### config.mk
export PLATFORM = sky130hd
export DESIGN_NAME = output_port_arbiter
export DESIGN_NICKNAME = d
export VERILOG_FILES = /design/src/rtl/output_port_arbiter.sv
export SDC_FILE = /design/constraint.sdc
export NUM_CORES = 1
export LEC_CHECK = 0
export ABC_CLOCK_PERIOD_IN_PS = 8450
export CELL_PAD_IN_SITES_DETAIL_PLACEMENT = 1
export CELL_PAD_IN_SITES_GLOBAL_PLACEMENT = 2
export CORE_UTILIZATION = 26
export CTS_BUF_LIST = sky130_fd_sc_hd__clkbuf_4
export DETAILED_ROUTE_END_ITERATION = 12
export PLACE_DENSITY = 0.89
export SYNTH_ARGS = -nofsm -noshare
export SYNTH_HDL_FRONTEND = slang
export SYNTH_SLANG_ARGS = --single-unit
### constraint.sdc
create_clock -name clk -period 8.45 [get_ports clk]
set_input_delay 1.2675 -clock clk [delete_from_list [all_inputs] [get_ports clk]]
set_output_delay 1.2675 -clock clk [all_outputs]
set_load 0.005 [all_outputs]
### src/rtl/output_port_arbiter.sv
// Per-output-port round-robin arbiter for the 5-port NoC router: picks one requesting
// input, writes its packet into the downstream FIFO and pulses a one-cycle grant back.
module output_port_arbiter #(
   parameter int DATA_WIDTH = 32,
   parameter int NUM_PORTS  = 5,
   parameter int CNT_WIDTH  = 16
) (
   input  logic                            clk,
   input  logic                            reset,
   input  logic [NUM_PORTS-1:0]            req,
   input  logic [NUM_PORTS*DATA_WIDTH-1:0] packet_in,
   input  logic                            downstream_full,
   output logic [NUM_PORTS-1:0]            gnt,
   output logic [DATA_WIDTH-1:0]           packet_out,
   output logic                            wr_en,
   output logic                            busy,
   output logic [CNT_WIDTH-1:0]            pkt_count
);

   localparam int               IDX_W      = 3;
   localparam logic [IDX_W:0]   PORTS_W    = (IDX_W+1)'(NUM_PORTS);
   localparam logic [IDX_W-1:0] LAST_PORT  = IDX_W'(NUM_PORTS - 1);

   typedef enum logic [1:0] {
      IDLE = 2'd0,
      SEND = 2'd1,
      HOLD = 2'd2
   } state_t;

   state_t                 state_q, state_d;
   logic [IDX_W-1:0]       rr_ptr_q, rr_ptr_d;
   logic [IDX_W-1:0]       winner_q, winner_d;
   logic [NUM_PORTS-1:0]   gnt_q, gnt_d;
   logic [DATA_WIDTH-1:0]  packet_out_q, packet_out_d;
   logic                   wr_en_q, wr_en_d;
   logic [CNT_WIDTH-1:0]   pkt_count_q, pkt_count_d;

   logic [DATA_WIDTH-1:0]  port_pkt [NUM_PORTS];
   logic [IDX_W-1:0]       cand_idx [NUM_PORTS];
   logic [NUM_PORTS-1:0]   cand_req;
   logic                   pick_valid;
   logic [IDX_W-1:0]       pick_idx;

   // (base + off) mod NUM_PORTS for base < NUM_PORTS and off <= NUM_PORTS.
   function automatic logic [IDX_W-1:0] wrap_inc(input logic [IDX_W-1:0] base,
                                                 input logic [IDX_W-1:0] off);
      logic [IDX_W:0] sum;
      sum = {1'b0, base} + {1'b0, off};
      if (sum >= PORTS_W) begin
         sum = sum - PORTS_W;
      end
      return sum[IDX_W-1:0];
   endfunction

   // Candidate gi is the port searched (gi+1)-th after the last winner.
   genvar gi;
   generate
      for (gi = 0; gi < NUM_PORTS; gi++) begin : g_port
         assign port_pkt[gi] = packet_in[gi*DATA_WIDTH +: DATA_WIDTH];
         assign cand_idx[gi] = wrap_inc(rr_ptr_q, IDX_W'(gi + 1));
         assign cand_req[gi] = req[cand_idx[gi]];
      end
   endgenerate

   always_comb begin
      pick_valid = |cand_req;
      pick_idx   = '0;
      for (int k = NUM_PORTS - 1; k >= 0; k--) begin
         if (cand_req[k]) begin
            pick_idx = cand_idx[k];
         end
      end
   end

   always_comb begin
      state_d      = state_q;
      rr_ptr_d     = rr_ptr_q;
      winner_d     = winner_q;
      gnt_d        = '0;
      wr_en_d      = 1'b0;
      packet_out_d = packet_out_q;
      pkt_count_d  = pkt_count_q;

      unique case (state_q)
         IDLE: begin
            if (pick_valid) begin
               winner_d = pick_idx;
               state_d  = SEND;
            end
         end
         SEND: begin
            // A withdrawn request releases the slot without moving the priority pointer.
            if (!req[winner_q]) begin
               state_d = IDLE;
            end else if (!downstream_full) begin
               packet_out_d = port_pkt[winner_q];
               wr_en_d      = 1'b1;
               gnt_d        = NUM_PORTS'(1) << winner_q;
               rr_ptr_d     = winner_q;
               if (pkt_count_q != '1) begin
                  pkt_count_d = pkt_count_q + CNT_WIDTH'(1);
               end
               state_d = HOLD;
            end
         end
         HOLD: begin
            state_d = IDLE;
         end
         default: begin
            state_d = IDLE;
         end
      endcase
   end

   always_ff @(posedge clk or negedge reset) begin
      if (!reset) begin
         state_q      <= IDLE;
         rr_ptr_q     <= LAST_PORT;
         winner_q     <= '0;
         gnt_q        <= '0;
         packet_out_q <= '0;
         wr_en_q      <= 1'b0;
         pkt_count_q  <= '0;
      end else begin
         state_q      <= state_d;
         rr_ptr_q     <= rr_ptr_d;
         winner_q     <= winner_d;
         gnt_q        <= gnt_d;
         packet_out_q <= packet_out_d;
         wr_en_q      <= wr_en_d;
         pkt_count_q  <= pkt_count_d;
      end
   end

   assign gnt        = gnt_q;
   assign packet_out = packet_out_q;
   assign wr_en      = wr_en_q;
   assign busy       = (state_q != IDLE);
   assign pkt_count  = pkt_count_q;

endmodule

* Word level (Yosys, flattened, before mapping) *
Cells that the tools add are included.

word-level totals
  register bits = 62

operators by class
  $add $sub $neg = 11
  order comparisons = 12
  equal/unequal tests = 4
  shift operators = 1
  mux-type cells = 35
  bitwise logic cells = 2
  reductions and logical operators = 7

operators by type and width
  operator               count
  $bmux 32 s3            1
  $mux 32                2
  $mux 3                 10
  $lt 3x4->1 const B     6
  $ge 4x3->1 const B     5
  $bmux 1 s3             6
  $add 16x1->16 const B  1
  $ne 16x16->1 const B   1
  $mux 5                 3
  $sub 3x3->3 const B    5
  $mux 1                 9
  $add 3x2->4 const B    2
  $add 3x3->4 const B    2
  $mux 2                 3
  $reduce_or 5->1        1
  $shl 1x3->5 const A    1
  $add 3x1->4 const B    1
  $ge 4x4->1 const B     1
  $not 3->4              1
  $pmux 2 s2             1
  $reduce_and 2->1       2
  $reduce_and 4->1       1
  $ne 3x3->1 const B     1
  $reduce_and 3->1       1
  5 further kinds        5

* Logic depth before layout (Yosys ltp) *
  depth in word-level cells = 10
  mapped depth = 14

* Worst setup path after synthesis *
Ideal clock, no wire load.

  path type = input to register
  from = input port req[3]
  to = register winner_q[1]
  library setup time = 0.082 ns
  arrival = 3.184 ns
  data required time = 8.368 ns
  slack = 5.184 ns
  cell stages on the path = 8
  path buffers = 1
  cell sequence = buf_2 > nor4b_1 > or4_1 > a221o_1 > or4_1 > a31oi_1 > o221ai_1 > a31oi_1

between the ends
  cells in the longest elaborated chain, start to end = 7

ends and longest elaborated chain
  element                       line  text
  from (decl)                   10    input logic [NUM_PORTS-1:0] req,
  $bmux 1 s3                    61    assign cand_req[gi] = req[cand_idx[gi]];
  $mux 1 (implied by the code)  61
  $mux 3 (5 in series)          69    if (cand_req[k]) begin
  to (signal assigned)          127   winner_q <= winner_d;
  to (decl)                     32    logic [IDX_W-1:0] winner_q, winner_d;

Several ways; a longest one is shown, not always the timed one. The select of a mux whose other input is x is not followed.
A chain may end at the register's enable or synchronous reset.

* Worst setup path in the final report *
  from = input port req[3]
  to = register pkt_count_q[13], in the netlist pkt_count[13]

between the ends
  cells in the longest elaborated chain, start to end = 3

ends and longest elaborated chain
  element                            line  text
  $bmux 1 s3                         93    if (!req[winner_q]) begin
  $mux 1 (implied by the code)       93
  $reduce_and 4->1 (no source line)  n/a
  to (signal assigned)               131   pkt_count_q <= pkt_count_d;
  to (decl)                          36    logic [CNT_WIDTH-1:0] pkt_count_q, pkt_count_d;

Every way passes these cells. The select of a mux whose other input is x is not followed.

==> results by group <==
Power and ir drop
  • Power spent charging and discharging nets: 0.8191 mW
  • Largest vdd supply drop: 0.1531 mV
  • Logic pwr share: 0.671
  • Leakage power of the design: between 2 and 3 nW
  • Final total power: 1.891 mW
  • PD cells: about 270 mW/mm^2
  • Clock Power Share: 0.085
  • Part of the power in registers: 0.244
  • Switching fraction of total power: 0.4332
  • Cell Int Power: 1.072 mW

Clock tree
  • Hold buffer count at CTS: 0
  • Clock latency on the worst-skew pair: 0.40 ns
  • Clock tree from TritonCTS: yes
  • Clock tree root driver cell: clkbuf_4
  • Number of gates resized after cts: 0
  • Clock-pin slew on the worst setup and hold paths: roughly 0.1 ns
  • Maximum clock path buffer count: 2
  • Number of setup buffers added after CTS: 0
  • Clock sink count: between 60 and 70
  • Maximum level of the CTS H-tree: 3
  • Number of buffers created by CTS: 9

Yosys
  • Post-Synthesis Net Count: 623
  • Number of enable flip-flop cells after synthesis: 0
  • Portion of the post-synthesis area used by sequential elements: 0.3458
  • Count of yosys warnings during synthesis: 0
  • Cell types occupying the most area after synthesis: dfrtp_1, mux4_2, a22oi_1
  • Instance count of the mapped netlist: 441
  • Leading register cell type out of synthesis: dfrtp_1
  • #FFs+latches synth: 62
  • Share of Yosys cell area claimed by the top area cell type: 0.3399
  • Dominant cell type by area after synthesis: dfrtp_1
  • Mapped Avg Cell Area: 10.18 sq um
  • Count of unique library cells instantiated by Yosys: between 60 and 70
  • Fraction of synthesis flops using an asynchronous set or reset pin: 1.000
  • Post-Syn Area: 0.004491 sq mm

STA
  • Fraction of the cycle the final worst path needs: 0.4884
  • Unrepaired setup endpoints after global routing: false
  • Worst path setup slack after routing: 4.323 ns
  • Final-layout setup total negative slack: 0 ns
  • Final Max Slew Viols: 0
  • Shortest period the worst path allows: slightly above 4 ns
  • Relative slew slack: 0.3043
  • Post-route clock skew: 0.007842 ns
  • Final hold violation count: 0
  • Measured slew at the worst slew-check pin: 1.037 ns
  • Fmax: 242.3 MHz
  • Final-report setup violation count: 0

Global routing
  • Pin count of the biggest net entering global routing: 75
  • Antenna violations before repair: 2
  • Global router's overall resource usage: 0.1916
  • Vias in the first global route: roughly 4800
  • Wire length of the first global-routing pass: 26390 microns
  • Remaining global-route overflow: 0

Detailed routing
  • Routed Wire Length: 16570 microns
  • DRC violations left: 0
  • Routed vias/inst: 5.121
  • Routed WL per cell: 19.05 microns
  • Number of nets with antenna violations after routing: 0
  • TritonRoute pass-1 iters: 4
  • Count of routing violations after the opening detailed-route iteration: 180
  • Routed vias: 4455

Floorplan
  • Full die area: 0.01780 sq mm
  • Core Region: 0.01670 sq mm
  • Cell Rows: 47
  • Width of the chip: 133.4 microns
  • Height of the chip: 133.4 microns
  • Initial core utilization: 0.2689
  • Io pins: 223

Placement
  • Worst-case setup slack after placement: approximately 3.9 ns
  • Number of input and output port buffers inserted: 222
  • Post-detailed-placement half-perimeter wirelength: between 10000 and 15000 microns
  • Weighted congestion at the end of routability-driven global placement: 0.8926

Critical path
  • Crit path DAT: about 4.4 ns
  • Setup CP Type: in -> reg
  • CP Capture Type: register
  • Worst-path fanout max: 74
  • Sort of element at the start of the critical path: input pin
  • Required arrival time at the worst endpoint: 8.75 ns

Cells and area
  • Post-synthesis to final-layout area growth: 55.59%
  • Post-layout nets: approximately 830
  • Leading cell type in the layout, fill and taps excluded: clkdlybuf4s50_1
  • Layout cell share with drive strength beyond 1: 0.1079
  • Commonest cells after routing, fill and taps aside: clkdlybuf4s50_1, dfrtp_1, nand2_1

Outcome
  • Outcome: completed

Worst hold path
  • Path category of the worst min-delay check: reg -> reg

Job
  • Count of max-cap constraint violations: 0
synth_stat cells, types with 2 or more instances:
cell type,number
o211a_1,3
mux4_2,34
mux2_2,3
clkbuf_1,19
nand2_1,55
nand4_1,8
xor2_1,3
a22oi_1,34
nor4_1,6
o21a_1,3
a21o_1,3
xnor2_1,13
nor2b_1,4
o221ai_1,2
or2_2,2
or3_1,2
nand3_1,5
and3_1,3
nor4b_1,2
and2_1,2
a21oi_1,6
nand2b_1,7
o21bai_1,2
inv_1,15
ha_1,13
a211oi_1,2
or4_1,2
nor2_1,24
and4_1,4
o21ai_0,37
o31ai_1,2
buf_1,4
mux2i_1,11
buf_2,9
dfrtp_1,61
a31oi_1,7
power by group through the flow:
stage	Combinational, mW	Sequential [mW]	Clock [mW]
floorplan	0.821	0.455	0
global placement	1.24	0.463	0
detailed placement	1.28	0.467	0
CTS	1.28	0.462	0.172
global route	1.39	0.474	0.185
finish	1.27	0.461	0.161
flip-flops by register name (all words and copies together) (netlist names):
| register | count |
|---|---|
| packet_out | 32 |
| state_q | 2 |
| wr_en | 1 |
| pkt_count | 16 |
| winner_q | 3 |
| rr_ptr_q | 3 |
| gnt | 5 |
critical path: stages:
cell	delay [ns]
clkdlybuf4s50_1	0.72
mux4_2	0.32
a22oi_1	0.10
or3_2	0.46
buf_4	0.35
a31oi_4	0.33
and3_1	0.23
and4_1	0.33
nand4_1	0.16
xnor2_1	0.15
path summary, 6_finish.rpt:
kind	cells past startpoint	from	slack, ns	endpoint
setup / recovery	10	req[3]	4.32	pkt_count[13]$_DFFE_PN0P_
hold / removal	2	packet_out[27]$_DFFE_PN0P_	0.49	packet_out[27]$_DFFE_PN0P_
setup reg to reg	9	rr_ptr_q[1]$_DFFE_PN0P_	4.42	winner_q[0]$_DFFE_PN0P_
hold reg to reg	2	packet_out[27]$_DFFE_PN0P_	0.49	packet_out[27]$_DFFE_PN0P_
max in group asynchronous	2	reset	6.85	winner_q[1]$_DFFE_PN0P_
min in group asynchronous	2	reset	1.01	packet_out[10]$_DFFE_PN0P_
metal layers:
layer  routed length (microns)  vias to the layer above  global-route usage  part of all wire
li1                          -                     2076                   -                 -
met1                      7176                     2207              0.2450              0.43
met2                      8240                      147              0.3232              0.50
met3                       875                       23             0.04985             0.053
met4                       265                        2             0.04293             0.016
met5                        13                        -                   0           0.00078
cells by family after synthesis:
kind of cell / synth area share
xor gates and xnor gates: 0.03121
DFF: 0.3458
muxes: 0.2084
adders and majority gates: 0.04068
AOI/OAI and AO/OA: 0.1780
and+or+nand+nor: 0.1482
buffers and inverters: 0.04764
area by class of cell:
type / instances / area (sq um)
repair buffers: 228 / 2262
well taps: 220 / 275.3
fillers: 1866 / 9714
clock buffers: 9 / 67.56
clock inverters: 5 / 28.78
flip-flops and latches: 62 / 1555
diodes: 1 / 2.502
multi-input cells: 328 / 2731
inverters: 17 / 63.81
through the flow:
step	std cells	hold slack (ns)	area [sq um]	util
5_1_grt	870	0.5274	6987	0.4183
3_5_place_dp	855	0.4735	6888	0.4124
4_1_cts	869	0.4980	6984	0.4182
6_report	870	0.4894	6987	0.4183
3_3_place_gp	855	0.4606	6888	0.4124
2_1_floorplan	441	0.4733	4491	-
Note: power is estimated with default switching activity, not from simulation.
